### src/rtl/fp_wire_pkg.sv
// -----------------------------------------------------------------------------
// fp_wire: shared definitions for the FPU trace path.
//   - Opcode bit indices of the one-hot fp_unit opcode vector.
//   - fp_trace_rec_type: the 156-bit packed record, laid out bit-for-bit like a
//     line of the fpu.dat vector file (MSB first), including its zero pads.
//   - fp_trace_pend_type: the issue-side fields that wait for a completion.
//   - fp_trace_make_rec: builds a record from a pending entry and a completion.
// -----------------------------------------------------------------------------
package fp_wire;

  // One-hot opcode bit positions
  localparam int FP_OP_FMADD    = 0;
  localparam int FP_OP_FADD     = 1;
  localparam int FP_OP_FSUB     = 2;
  localparam int FP_OP_FMUL     = 3;
  localparam int FP_OP_FDIV     = 4;
  localparam int FP_OP_FSQRT    = 5;
  localparam int FP_OP_FCMP     = 6;
  localparam int FP_OP_RESERVED = 7;
  localparam int FP_OP_FCVT_I2F = 8;
  localparam int FP_OP_FCVT_F2I = 9;
  localparam int FP_OPCODE_W    = 10;

  // Record layout, MSB first
  typedef struct packed {
    logic [31:0]            data1;     // [155:124]
    logic [31:0]            data2;     // [123:92]
    logic [31:0]            data3;     // [91:60]
    logic [31:0]            result;    // [59:28]
    logic [2:0]             pad_flags; // [27:25]
    logic [4:0]             flags;     // [24:20]
    logic                   pad_rm;    // [19]
    logic [2:0]             rm;        // [18:16]
    logic [1:0]             pad_op;    // [15:14]
    logic [1:0]             op;        // [13:12]
    logic [1:0]             pad_opc;   // [11:10]
    logic [FP_OPCODE_W-1:0] opcode;    // [9:0]
  } fp_trace_rec_type;

  // Issue-side fields held until the matching completion arrives
  typedef struct packed {
    logic [31:0]            data1;
    logic [31:0]            data2;
    logic [31:0]            data3;
    logic [2:0]             rm;
    logic [1:0]             op;
    logic [FP_OPCODE_W-1:0] opcode;
  } fp_trace_pend_type;

  localparam int FP_TRACE_REC_W  = $bits(fp_trace_rec_type);
  localparam int FP_TRACE_PEND_W = $bits(fp_trace_pend_type);

  // Pads are forced to zero so replayed vectors compare cleanly.
  function automatic fp_trace_rec_type fp_trace_make_rec(
    input fp_trace_pend_type pend,
    input logic [31:0]       result,
    input logic [4:0]        flags
  );
    fp_trace_rec_type rec;
    rec           = '0;
    rec.data1     = pend.data1;
    rec.data2     = pend.data2;
    rec.data3     = pend.data3;
    rec.result    = result;
    rec.flags     = flags;
    rec.rm        = pend.rm;
    rec.op        = pend.op;
    rec.opcode    = pend.opcode;
    return rec;
  endfunction

endpackage

### src/rtl/fp_trace_fifo.sv
// -----------------------------------------------------------------------------
// fp_trace_fifo: plain synchronous FIFO with a combinational head view.
// The caller decides when push/pop are legal; no drop policy lives here.
// Pointers carry one extra wrap bit: full when the index bits match and the
// wrap bits differ, empty when the pointers are identical.
//
// Ports:
//   clock  in   rising-edge clock
//   reset  in   synchronous active-high reset (empties the FIFO)
//   push   in   write din at the tail (caller guarantees !full || pop)
//   pop    in   drop the head entry (caller guarantees !empty)
//   din    in   WIDTH-bit data to push
//   full   out  no free entry
//   empty  out  no stored entry
//   head   out  oldest entry (undefined content while empty)
// -----------------------------------------------------------------------------
module fp_trace_fifo #(
  parameter int WIDTH = 8,
  parameter int DEPTH = 4
) (
  input  logic             clock,
  input  logic             reset,
  input  logic             push,
  input  logic             pop,
  input  logic [WIDTH-1:0] din,
  output logic             full,
  output logic             empty,
  output logic [WIDTH-1:0] head
);

  localparam int AW = $clog2(DEPTH);
  localparam logic [AW:0] PTR_ONE = (AW + 1)'(1);

  logic [WIDTH-1:0] mem [DEPTH];
  logic [AW:0]      wr_ptr_q, wr_ptr_d;
  logic [AW:0]      rd_ptr_q, rd_ptr_d;

  always_comb begin
    wr_ptr_d = wr_ptr_q;
    rd_ptr_d = rd_ptr_q;
    if (push) wr_ptr_d = wr_ptr_q + PTR_ONE;
    if (pop)  rd_ptr_d = rd_ptr_q + PTR_ONE;
  end

  always_ff @(posedge clock) begin
    if (reset) begin
      wr_ptr_q <= '0;
      rd_ptr_q <= '0;
    end else begin
      wr_ptr_q <= wr_ptr_d;
      rd_ptr_q <= rd_ptr_d;
    end
  end

  // Storage is not reset; the pointers alone define validity. A push while
  // full-and-popping overwrites the slot that is leaving this same edge.
  always_ff @(posedge clock) begin
    if (push) mem[wr_ptr_q[AW-1:0]] <= din;
  end

  assign empty = (wr_ptr_q == rd_ptr_q);
  assign full  = (wr_ptr_q[AW-1:0] == rd_ptr_q[AW-1:0]) &&
                 (wr_ptr_q[AW] != rd_ptr_q[AW]);
  assign head  = mem[rd_ptr_q[AW-1:0]];

endmodule

### src/rtl/fp_trace_packer.sv
// -----------------------------------------------------------------------------
// fp_trace_packer: snoops fp_unit issue/completion traffic and emits one
// fpu.dat-format record per operation. Never stalls the FPU: when a FIFO has
// no room, the event is lost and reported (sticky flag or drop counter).
//
// Ports:
//   clock, reset                 rising-edge clock, synchronous active-high reset
//   iss_valid                    op issued this cycle
//   iss_data1/2/3, iss_rm,
//   iss_op, iss_opcode           issue fields captured into the pending FIFO
//   cmp_ready                    op completed this cycle (pairs with oldest pending)
//   cmp_result, cmp_flags        completion fields
//   rec_valid/rec_ready/rec_data record stream (valid/ready, head held while stalled)
//   pend_overflow                sticky: an issue was lost, pending FIFO full
//   pend_underflow               sticky: completion arrived with nothing pending
//   drop_count                   saturating count of records lost to a full output FIFO
// -----------------------------------------------------------------------------
module fp_trace_packer
  import fp_wire::*;
#(
  parameter int PEND_DEPTH = 8,
  parameter int OUT_DEPTH  = 4,
  parameter int CNT_W      = 16
) (
  input  logic                      clock,
  input  logic                      reset,
  input  logic                      iss_valid,
  input  logic [31:0]               iss_data1,
  input  logic [31:0]               iss_data2,
  input  logic [31:0]               iss_data3,
  input  logic [2:0]                iss_rm,
  input  logic [1:0]                iss_op,
  input  logic [FP_OPCODE_W-1:0]    iss_opcode,
  input  logic                      cmp_ready,
  input  logic [31:0]               cmp_result,
  input  logic [4:0]                cmp_flags,
  output logic                      rec_valid,
  input  logic                      rec_ready,
  output logic [FP_TRACE_REC_W-1:0] rec_data,
  output logic                      pend_overflow,
  output logic                      pend_underflow,
  output logic [CNT_W-1:0]          drop_count
);

  // ---------------------------------------------------------------------------
  // Pending FIFO: issue fields waiting for their completion
  // ---------------------------------------------------------------------------
  fp_trace_pend_type pend_din;
  fp_trace_pend_type pend_head;
  logic              pend_push, pend_pop, pend_full, pend_empty;

  always_comb begin
    pend_din        = '0;
    pend_din.data1  = iss_data1;
    pend_din.data2  = iss_data2;
    pend_din.data3  = iss_data3;
    pend_din.rm     = iss_rm;
    pend_din.op     = iss_op;
    pend_din.opcode = iss_opcode;
  end

  // Emptiness is judged before this cycle's push: an op never completes in
  // its own issue cycle, so a same-cycle issue cannot satisfy a completion.
  assign pend_pop  = cmp_ready & ~pend_empty;
  // A full FIFO still accepts the issue if the head leaves on the same edge.
  assign pend_push = iss_valid & (~pend_full | pend_pop);

  fp_trace_fifo #(
    .WIDTH (FP_TRACE_PEND_W),
    .DEPTH (PEND_DEPTH)
  ) u_pend_fifo (
    .clock (clock),
    .reset (reset),
    .push  (pend_push),
    .pop   (pend_pop),
    .din   (pend_din),
    .full  (pend_full),
    .empty (pend_empty),
    .head  (pend_head)
  );

  // ---------------------------------------------------------------------------
  // Output FIFO: completed records awaiting the consumer
  // ---------------------------------------------------------------------------
  fp_trace_rec_type out_din;
  fp_trace_rec_type out_head;
  logic             out_push, out_pop, out_full, out_empty;

  assign out_din  = fp_trace_make_rec(pend_head, cmp_result, cmp_flags);
  assign out_pop  = ~out_empty & rec_ready;
  assign out_push = pend_pop & (~out_full | out_pop);

  fp_trace_fifo #(
    .WIDTH (FP_TRACE_REC_W),
    .DEPTH (OUT_DEPTH)
  ) u_out_fifo (
    .clock (clock),
    .reset (reset),
    .push  (out_push),
    .pop   (out_pop),
    .din   (out_din),
    .full  (out_full),
    .empty (out_empty),
    .head  (out_head)
  );

  assign rec_valid = ~out_empty;
  // Storage is not reset, so mask the head to keep rec_data at zero when idle.
  assign rec_data  = out_empty ? '0 : out_head;

  // ---------------------------------------------------------------------------
  // Loss reporting
  // ---------------------------------------------------------------------------
  logic             pend_overflow_q, pend_overflow_d;
  logic             pend_underflow_q, pend_underflow_d;
  logic [CNT_W-1:0] drop_count_q, drop_count_d;
  logic             issue_lost, cmp_orphan, rec_lost;

  assign issue_lost = iss_valid & ~pend_push;
  assign cmp_orphan = cmp_ready & pend_empty;
  // The pending entry is consumed even when its record has nowhere to go.
  assign rec_lost   = pend_pop & ~out_push;

  always_comb begin
    pend_overflow_d  = pend_overflow_q | issue_lost;
    pend_underflow_d = pend_underflow_q | cmp_orphan;
    drop_count_d     = drop_count_q;
    if (rec_lost && (drop_count_q != {CNT_W{1'b1}})) begin
      drop_count_d = drop_count_q + CNT_W'(1);
    end
  end

  always_ff @(posedge clock) begin
    if (reset) begin
      pend_overflow_q  <= 1'b0;
      pend_underflow_q <= 1'b0;
      drop_count_q     <= '0;
    end else begin
      pend_overflow_q  <= pend_overflow_d;
      pend_underflow_q <= pend_underflow_d;
      drop_count_q     <= drop_count_d;
    end
  end

  assign pend_overflow  = pend_overflow_q;
  assign pend_underflow = pend_underflow_q;
  assign drop_count     = drop_count_q;

endmodule
### config.mk
export PLATFORM = sky130hd
export DESIGN_NAME = fp_trace_packer
export DESIGN_NICKNAME = d
export VERILOG_FILES = /design/src/rtl/fp_wire_pkg.sv /design/src/rtl/fp_trace_fifo.sv /design/src/rtl/fp_trace_packer.sv
export SDC_FILE = /design/constraint.sdc
export NUM_CORES = 1
export LEC_CHECK = 0
export CORE_AREA = 2 2 313 315
export CTS_CLUSTER_DIAMETER = 50
export DETAILED_ROUTE_END_ITERATION = 8
export DIE_AREA = 0 0 315 317
export GPL_TIMING_DRIVEN = 1
export PLACE_DENSITY = 0.81
export SLEW_MARGIN = 30
export SYNTH_ARGS = -nofsm -noshare
export SYNTH_HDL_FRONTEND = slang
export SYNTH_SLANG_ARGS = --single-unit
### constraint.sdc
create_clock -name clock -period 36 [get_ports clock]
set_input_delay 5.4 -clock clock [delete_from_list [all_inputs] [get_ports clock]]
set_output_delay 5.4 -clock clock [all_outputs]
set_load 0.005 [all_outputs]
==> results of run 1 <==
## area by class of cell
| type | count | area share, % |
|---|---|---|
| flip-flops and latches | 1517 | 67.4 |
| multi-input cells | 797 | 17.4 |
| clock buffers | 183 | 6.06 |
| repair buffers | 355 | 5.35 |
| well taps | 1276 | 2.38 |
| clock inverters | 89 | 1.42 |
| diodes | 11 | 0.0410 |
| inverters | 4 | 0.0224 |
## final timing paths
| kind | slack (ns) | depth (start not counted) | from | endpoint |
|---|---|---|---|---|
| min | 0.50 | 2 | pend_underflow | pend_underflow |
| min reg2reg | 0.50 | 2 | pend_underflow | pend_underflow |
| max reg2reg | 31.27 | 6 | u_pend_fifo.wr_ptr_q[0] | u_out_fifo.mem[1][115] |
| max | 26.34 | 5 | register | rec_data[116] |
## cells in the final DEF, fill, tap and decap left out, types with 5 or more instances in the layout
cell type	Yosys	final
conb_1	1	8
xor2_1	6	6
buf_6	2	9
nand3_1	11	11
nand4_1	7	7
nor4_1	10	9
nand2_1	8	8
mux2i_1	5	5
bufinv_16	0	17
buf_12	0	6
ha_1	8	8
dfxtp_1	37	32
inv_6	0	5
nor2_1	34	34
nor3_1	7	5
buf_4	9	20
diode_2	0	11
clkinv_2	0	21
clkbuf_1	78	24
dfxtp_4	0	5
clkinvlp_4	0	8
and2_1	152	148
mux2_2	112	112
edfxtp_1	1480	1480
clkinv_1	0	27
xnor2_1	19	19
mux4_2	370	370
clkdlybuf4s50_1	0	319
clkbuf_16	0	159
## metal layers
metal	wire length (um)	GRT usage [%]	vias to the layer above
met1	45900	32.2	13900
met4	3090	8.25	26
li1	-	-	11000
met2	62500	41.6	1073
met3	8510	5.14	221
met5	161	0	-
## power breakdown
| part | switching (uW) | total (uW) | leakage [uW] | internal, uW |
|---|---|---|---|---|
| clock network | 647 | 1580 | 0.00244 | 931 |
| registers | 43.4 | 2110 | 0.0137 | 2070 |
| logic | 424 | 916 | 0.00449 | 492 |
## critical path, delay by kind of cell (launching register included)
| family | cells | cell delay (ns) |
|---|---|---|
| buffers and inverters | 3 | 1.87 |
| flip-flops | 1 | 0.78 |
| multiplexers | 1 | 0.63 |
| AND/OR/NAND/NOR | 1 | 0.18 |
## per-stage QoR
| stage | utilization [%] | hold slack [ns] | setup slack [ns] | total power [uW] |
|---|---|---|---|---|
| final | 69.7 | 0.497 | 26.34 | 4610 |
| after global routing | 69.7 | 0.530 | 25.99 | 4770 |
| after CTS | 69.6 | 0.504 | 26.10 | 4660 |
| after detailed placement | 64.4 | 0.491 | 26.14 | 3070 |
| after global placement | 64.4 | 0.452 | 26.26 | 3050 |
| after floorplan | - | 0.461 | 18.06 | 2680 |
## registers in the layout, indices dropped and copies added (netlist names), named ones only
register              count
pend_overflow             1
drop_count               16
u_out_fifo.rd_ptr_q       3
u_pend_fifo.rd_ptr_q      4
u_out_fifo.wr_ptr_q       3
u_pend_fifo.wr_ptr_q      4
u_pend_fifo.mem         888
u_out_fifo.mem          592
pend_underflow            1
## kinds of logic after synthesis
kind of cell,after synthesis
adder cells (fa/ha/maj),8
flip-flops,1517
buffers and inverters,138
AO/OA/AOI/OAI,17
XOR/XNOR,25
multiplexers,487
AND/OR/NAND/NOR,252
other,1
==> key figures, run 1 <==
Route
  – Drt first-iter violations: 2,833
  – DRC: 0
  – Via count: 26,200
  – DR WL/cell: 28.4 um
  – Drt first pass iters: 7
  – Drt via density: 6.19
  – WL final: 120,000 um
  – DRT antenna net count: 0

Clock network
  – CTS H-tree lvls: 4
  – CTS Buf Count: 152
  – CTS tree: done
  – Cts hold-fix bufs: 0
  – Post-CTS Resized: 0
  – Clk Latency, worst-skew pair: 0.73 ns
  – Clock sink count: 1,517
  – Root Buffer: clkbuf_16
  – Clock transition at path regs: 0.06 ns
  – Post-CTS Setup Inserts: 0
  – Worst-case clock buffer depth: 3

Power
  – Leak: 0.0207 uW
  – Worst IR Drop VDD: 0.0587 mV
  – Pwr dens: 68.7 nW/um2

Timing
  – Unrepaired setup endpoints after global routing: no
  – Minimum clock period: 9.66 ns
  – Tcrit/Tclk final: 26.8%
  – FMAX: 104 MHz
  – Setup Skew: 0.0228 ns
  – Final slew viol count: 0
  – Setup TNS: 0 ns
  – Slew @ Worst Pin: 0.976 ns
  – Relative slew slack: 35.0%
  – Final setup vio count: 0
  – Final Hold Viols: 0

Synthesis
  – Top-area cell type share of the netlist area: 77.5%
  – Adder-cell share of the synthesized area: 0.175%
  – Ys Warns: 0
  – Sequential area share after synthesis: 78.8%
  – Yosys reg bits: 1,517
  – Top-count cell post-synth: edfxtp_1
  – Post-Syn Instances: 2,445
  – Post-synthesis cell type count: 43
  – Largest area contributor in the netlist: edfxtp_1
  – Number of enable flip-flop cells after synthesis: 1,480
  – Post-synth top cells: 1,480 x edfxtp_1, 370 x mux4_2, 152 x and2_1
  – Post-Syn Area: 57,400 um2
  – Post-synth top flop: edfxtp_1
  – Mean Syn Cell Area: 23.5 um2
  – Mux contribution to synthesized area: 16.8%
  – Largest family of logic cells by synthesized area: multiplexers
  – Post-Synth XOR/XNOR Area: 0.382%
  – Synth Area in Compound Gates: 0.185%
  – Ys async rst share: 0%
  – Top post-synthesis cells by area: edfxtp_1 77%, mux4_2 15%, mux2_2 2.2%, and2_1 1.7%, dfxtp_1 1.3%
  – Simple-gate portion of the synthesized area: 2.59%

Worst setup path
  – Crit path largest cell delay: 0.78 ns
  – CP max FO: 40
  – Slowest CP cell: dfxtp_4
  – Most common cell on crit path: buf_4
  – Setup Crit Path Kind: reg -> out
  – Critical Path Sink Type: output port
  – Type of origin of the critical path: register
  – Worst Path Required: 30.60 ns
  – CP Data Arrival Time: 4.26 ns
  – Worst-path cell chain: buf_4 -> buf_4 -> mux4_2 -> and2_1 -> clkdlybuf4s50_1

Final layout
  – Finished Layout Cells: 4,232
  – Area delta synth->final: 17.0%
  – Fin area: 67,100 um2
  – Share of cells above drive strength 1: 25.7%
  – Area occupied by multi-input gates: 11,600 um2
  – # fillers: 5,514
  – Nets: 2,988
  – Sequential Area: 45,200 um2

Placed design
  – # port buffers: 319
  – Placed instance count: 3,949
  – Placer Congestion: 0.775
  – DP HPWL: 62,700 um
  – Placed cell area: 62,000 um2

GRT
  – Global-route usage over all layers: 24.6%
  – Vias in the first global route: 27,400
  – Initial antenna violation count: 26
  – Largest net degree at the start of global routing: 112
  – Grt total ovfl: 0
  – Global-route wire length before repair: 177,000 um

Floorplanning
  – Die area: 99,900 um2
  – Die X: 315 um
  – Row cnt: 114
  – Starting Density: 59.6%
  – I/O Pins: 328
  – Die height: 317 um
  – Core ar.: 96,300 um2

Run status
  – Outcome: finished, final reports clean

Job
  – Max Cap Viol: 0

Min path
  – Worst hold path class: reg -> reg
Power figures use the tool's default switching activity.
==> inputs of run 2 (changes only) <==
CORE_AREA = 2 2 315 317   (was 2 2 313 315)
DIE_AREA = 0 0 317 319   (was 0 0 315 317)
PLACE_DENSITY = 0.8   (was 0.81)
clock period = 9.38 ns   (was 36 ns; I/O delays follow)
==> key figures, run 2 (synthesis results as in run 1) <==
Clock network
  – Post-CTS Setup Inserts: 0
  – Clk Latency, worst-skew pair: 0.76 ns
  – Cts hold-fix bufs: 0
  – CTS tree: done
  – Root Buffer: clkbuf_16
  – Clock transition at path regs: 0.06 ns
  – CTS Buf Count: 151
  – CTS H-tree lvls: 4
  – Post-CTS Resized: 0
  – Clock sink count: 1,517
  – Worst-case clock buffer depth: 3

Final layout
  – Area delta synth->final: 17.3%
  – Most frequent cells in the layout: 1,480 x edfxtp_1, 370 x mux4_2, 319 x clkdlybuf4s50_1
  – Max reg flops: 888
  – Finished Layout Cells: 4,264
  – # fillers: 5,596
  – Most common cell after layout, fill and taps aside: edfxtp_1
  – Nets: 2,995
  – Share of cells above drive strength 1: 25.7%

Route
  – DR WL/cell: 29.0 um
  – DRT antenna net count: 0
  – Drt first pass iters: 5
  – Drt first-iter violations: 2,843
  – DRC: 0
  – Via count: 26,600
  – Drt via density: 6.25
  – WL final: 124,000 um

Placed design
  – Dpl ws: 4.41 ns
  – Placed instance count: 3,964
  – DP HPWL: 68,500 um
  – # port buffers: 319
  – Placer Congestion: 0.791

GRT
  – Grt total ovfl: 0
  – GRT met3 Usage: 4.40%
  – Global-route wire length before repair: 184,000 um
  – Largest net degree at the start of global routing: 120
  – GRT met1 Usage: 33.4%
  – Initial antenna violation count: 28
  – Vias in the first global route: 27,700
  – Global-route usage over all layers: 25.1%
  – Gr busiest metal: met2
  – Met2 Usage GRT: 42.3%

Run status
  – Outcome: finished, final reports clean

Worst setup path
  – Worst Path Required: 7.97 ns
  – R2r startpoint: u_pend_fifo.wr_ptr_q[0]
  – FF-to-FF path depth: 6
  – Most common cell on crit path: buf_4
  – Critical Path Sink Type: output port
  – Worst-path cell chain: xnor2_1 -> nand3b_1 -> buf_6 -> buf_4 -> buf_4 -> and2_1 -> clkdlybuf4s50_1
  – Worst r2r dst: u_out_fifo.mem[2][86]
  – Type of origin of the critical path: register
  – R2R Setup Slk: 5.45 ns
  – CP Data Arrival Time: 3.86 ns
  – CP max FO: 82
  – Slowest CP cell: buf_4
  – Setup Crit Path Kind: reg -> out
  – Crit path largest cell delay: 0.59 ns

Timing
  – Minimum clock period: 5.27 ns
  – Tcrit/Tclk final: 56.2%
  – Setup Skew: 0.0530 ns
  – Unrepaired setup endpoints after global routing: no
  – Final slew viol count: 0
  – FMAX: 190 MHz
  – Final setup vio count: 0
  – Final Hold Viols: 0
  – Final Worst Setup Slack: 4.11 ns
  – Relative slew slack: 32.5%
  – Slew @ Worst Pin: 1.01 ns

Floorplanning
  – Core ar.: 97,700 um2
  – Starting Density: 58.7%
  – Die X: 317 um
  – Die area: 101,000 um2
  – Row cnt: 115
  – I/O Pins: 328
  – Die height: 319 um

Power
  – Leak: 0.0207 uW
  – Worst IR Drop VDD: 0.189 mV
  – Total power: 17,600 uW
  – Pwr dens: 262 nW/um2

Min path
  – Hold_sp: pend_underflow
  – WHS Path Cells: 2
  – Worst hold path class: reg -> reg
  – WHS Endpoint: pend_underflow

Job
  – Max Cap Viol: 0
==> run 2: cell count changes in the layout (fill, tap and decap cells not counted), sizes merged <==
cell	change
clkinv	+9
buf	+8
inv	+7
diode	+6
bufinv	-3
clkbuf	-3
clkinvlp	-3
==> run 2: power by group <==
part	total, uW	leakage, uW	internal [uW]	switching [uW]
sequential	8120	0.0137	7940	173
clock	5970	0.00240	3400	2570
combinational	3540	0.00457	1910	1630
total	17600	0.0207	13300	4370
==> run 2: area by class of cell <==
cell class | instances | area [um2] | area share [%]
multi-input cells | 797 | 11700 | 17.3
inverters | 4 | 15.0 | 0.0223
well taps | 1287 | 1610 | 2.39
flip-flops and latches | 1517 | 45200 | 67.2
diodes | 17 | 42.5 | 0.0632
clock inverters | 99 | 1090 | 1.62
repair buffers | 363 | 3760 | 5.59
clock buffers | 180 | 3890 | 5.78
==> run 2: stage by stage <==
stage | setup TNS (ns) | instance area [um2] | hold slack [ns] | utilization, %
2_1_floorplan | -2068.40 | 57400 | 0.461 | -
3_3_place_gp | 0 | 62000 | 0.478 | 63.4
3_5_place_dp | 0 | 62100 | 0.491 | 63.6
4_1_cts | 0 | 67100 | 0.508 | 68.7
5_1_grt | 0 | 67200 | 0.542 | 68.8
6_report | 0 | 67300 | 0.510 | 68.8
==> run 2: how the worst max path moves through the flow <==
stage	from	end	cells past startpoint
global route	u_out_fifo.wr_ptr_q[0]	rec_data[105]	7
global placement	cmp_ready	u_out_fifo.mem[2][113]	6
finish	u_out_fifo.wr_ptr_q[0]	rec_data[113]	7
CTS	u_out_fifo.wr_ptr_q[0]	rec_data[97]	6
detailed placement	cmp_ready	u_out_fifo.mem[2][113]	7
floorplan	cmp_ready	u_pend_fifo.mem[1][0]	3
==> run 2: layer usage <==
layer | wire length (um) | vias up | share of wire [%]
li1 | - | 11000 | -
met1 | 46700 | 14200 | 38
met2 | 65300 | 1161 | 53
met3 | 8100 | 236 | 6.6
met4 | 3380 | 22 | 2.7
met5 | 151 | - | 0.12
==> run 2: critical path: cells and delay by family (launching register included) <==
| family | cells | cell delay (ns) |
|---|---|---|
| XOR/XNOR | 1 | 0.14 |
| buffers and inverters | 4 | 1.83 |
| flip-flops | 1 | 0.47 |
| AND/OR/NAND/NOR | 2 | 0.51 |
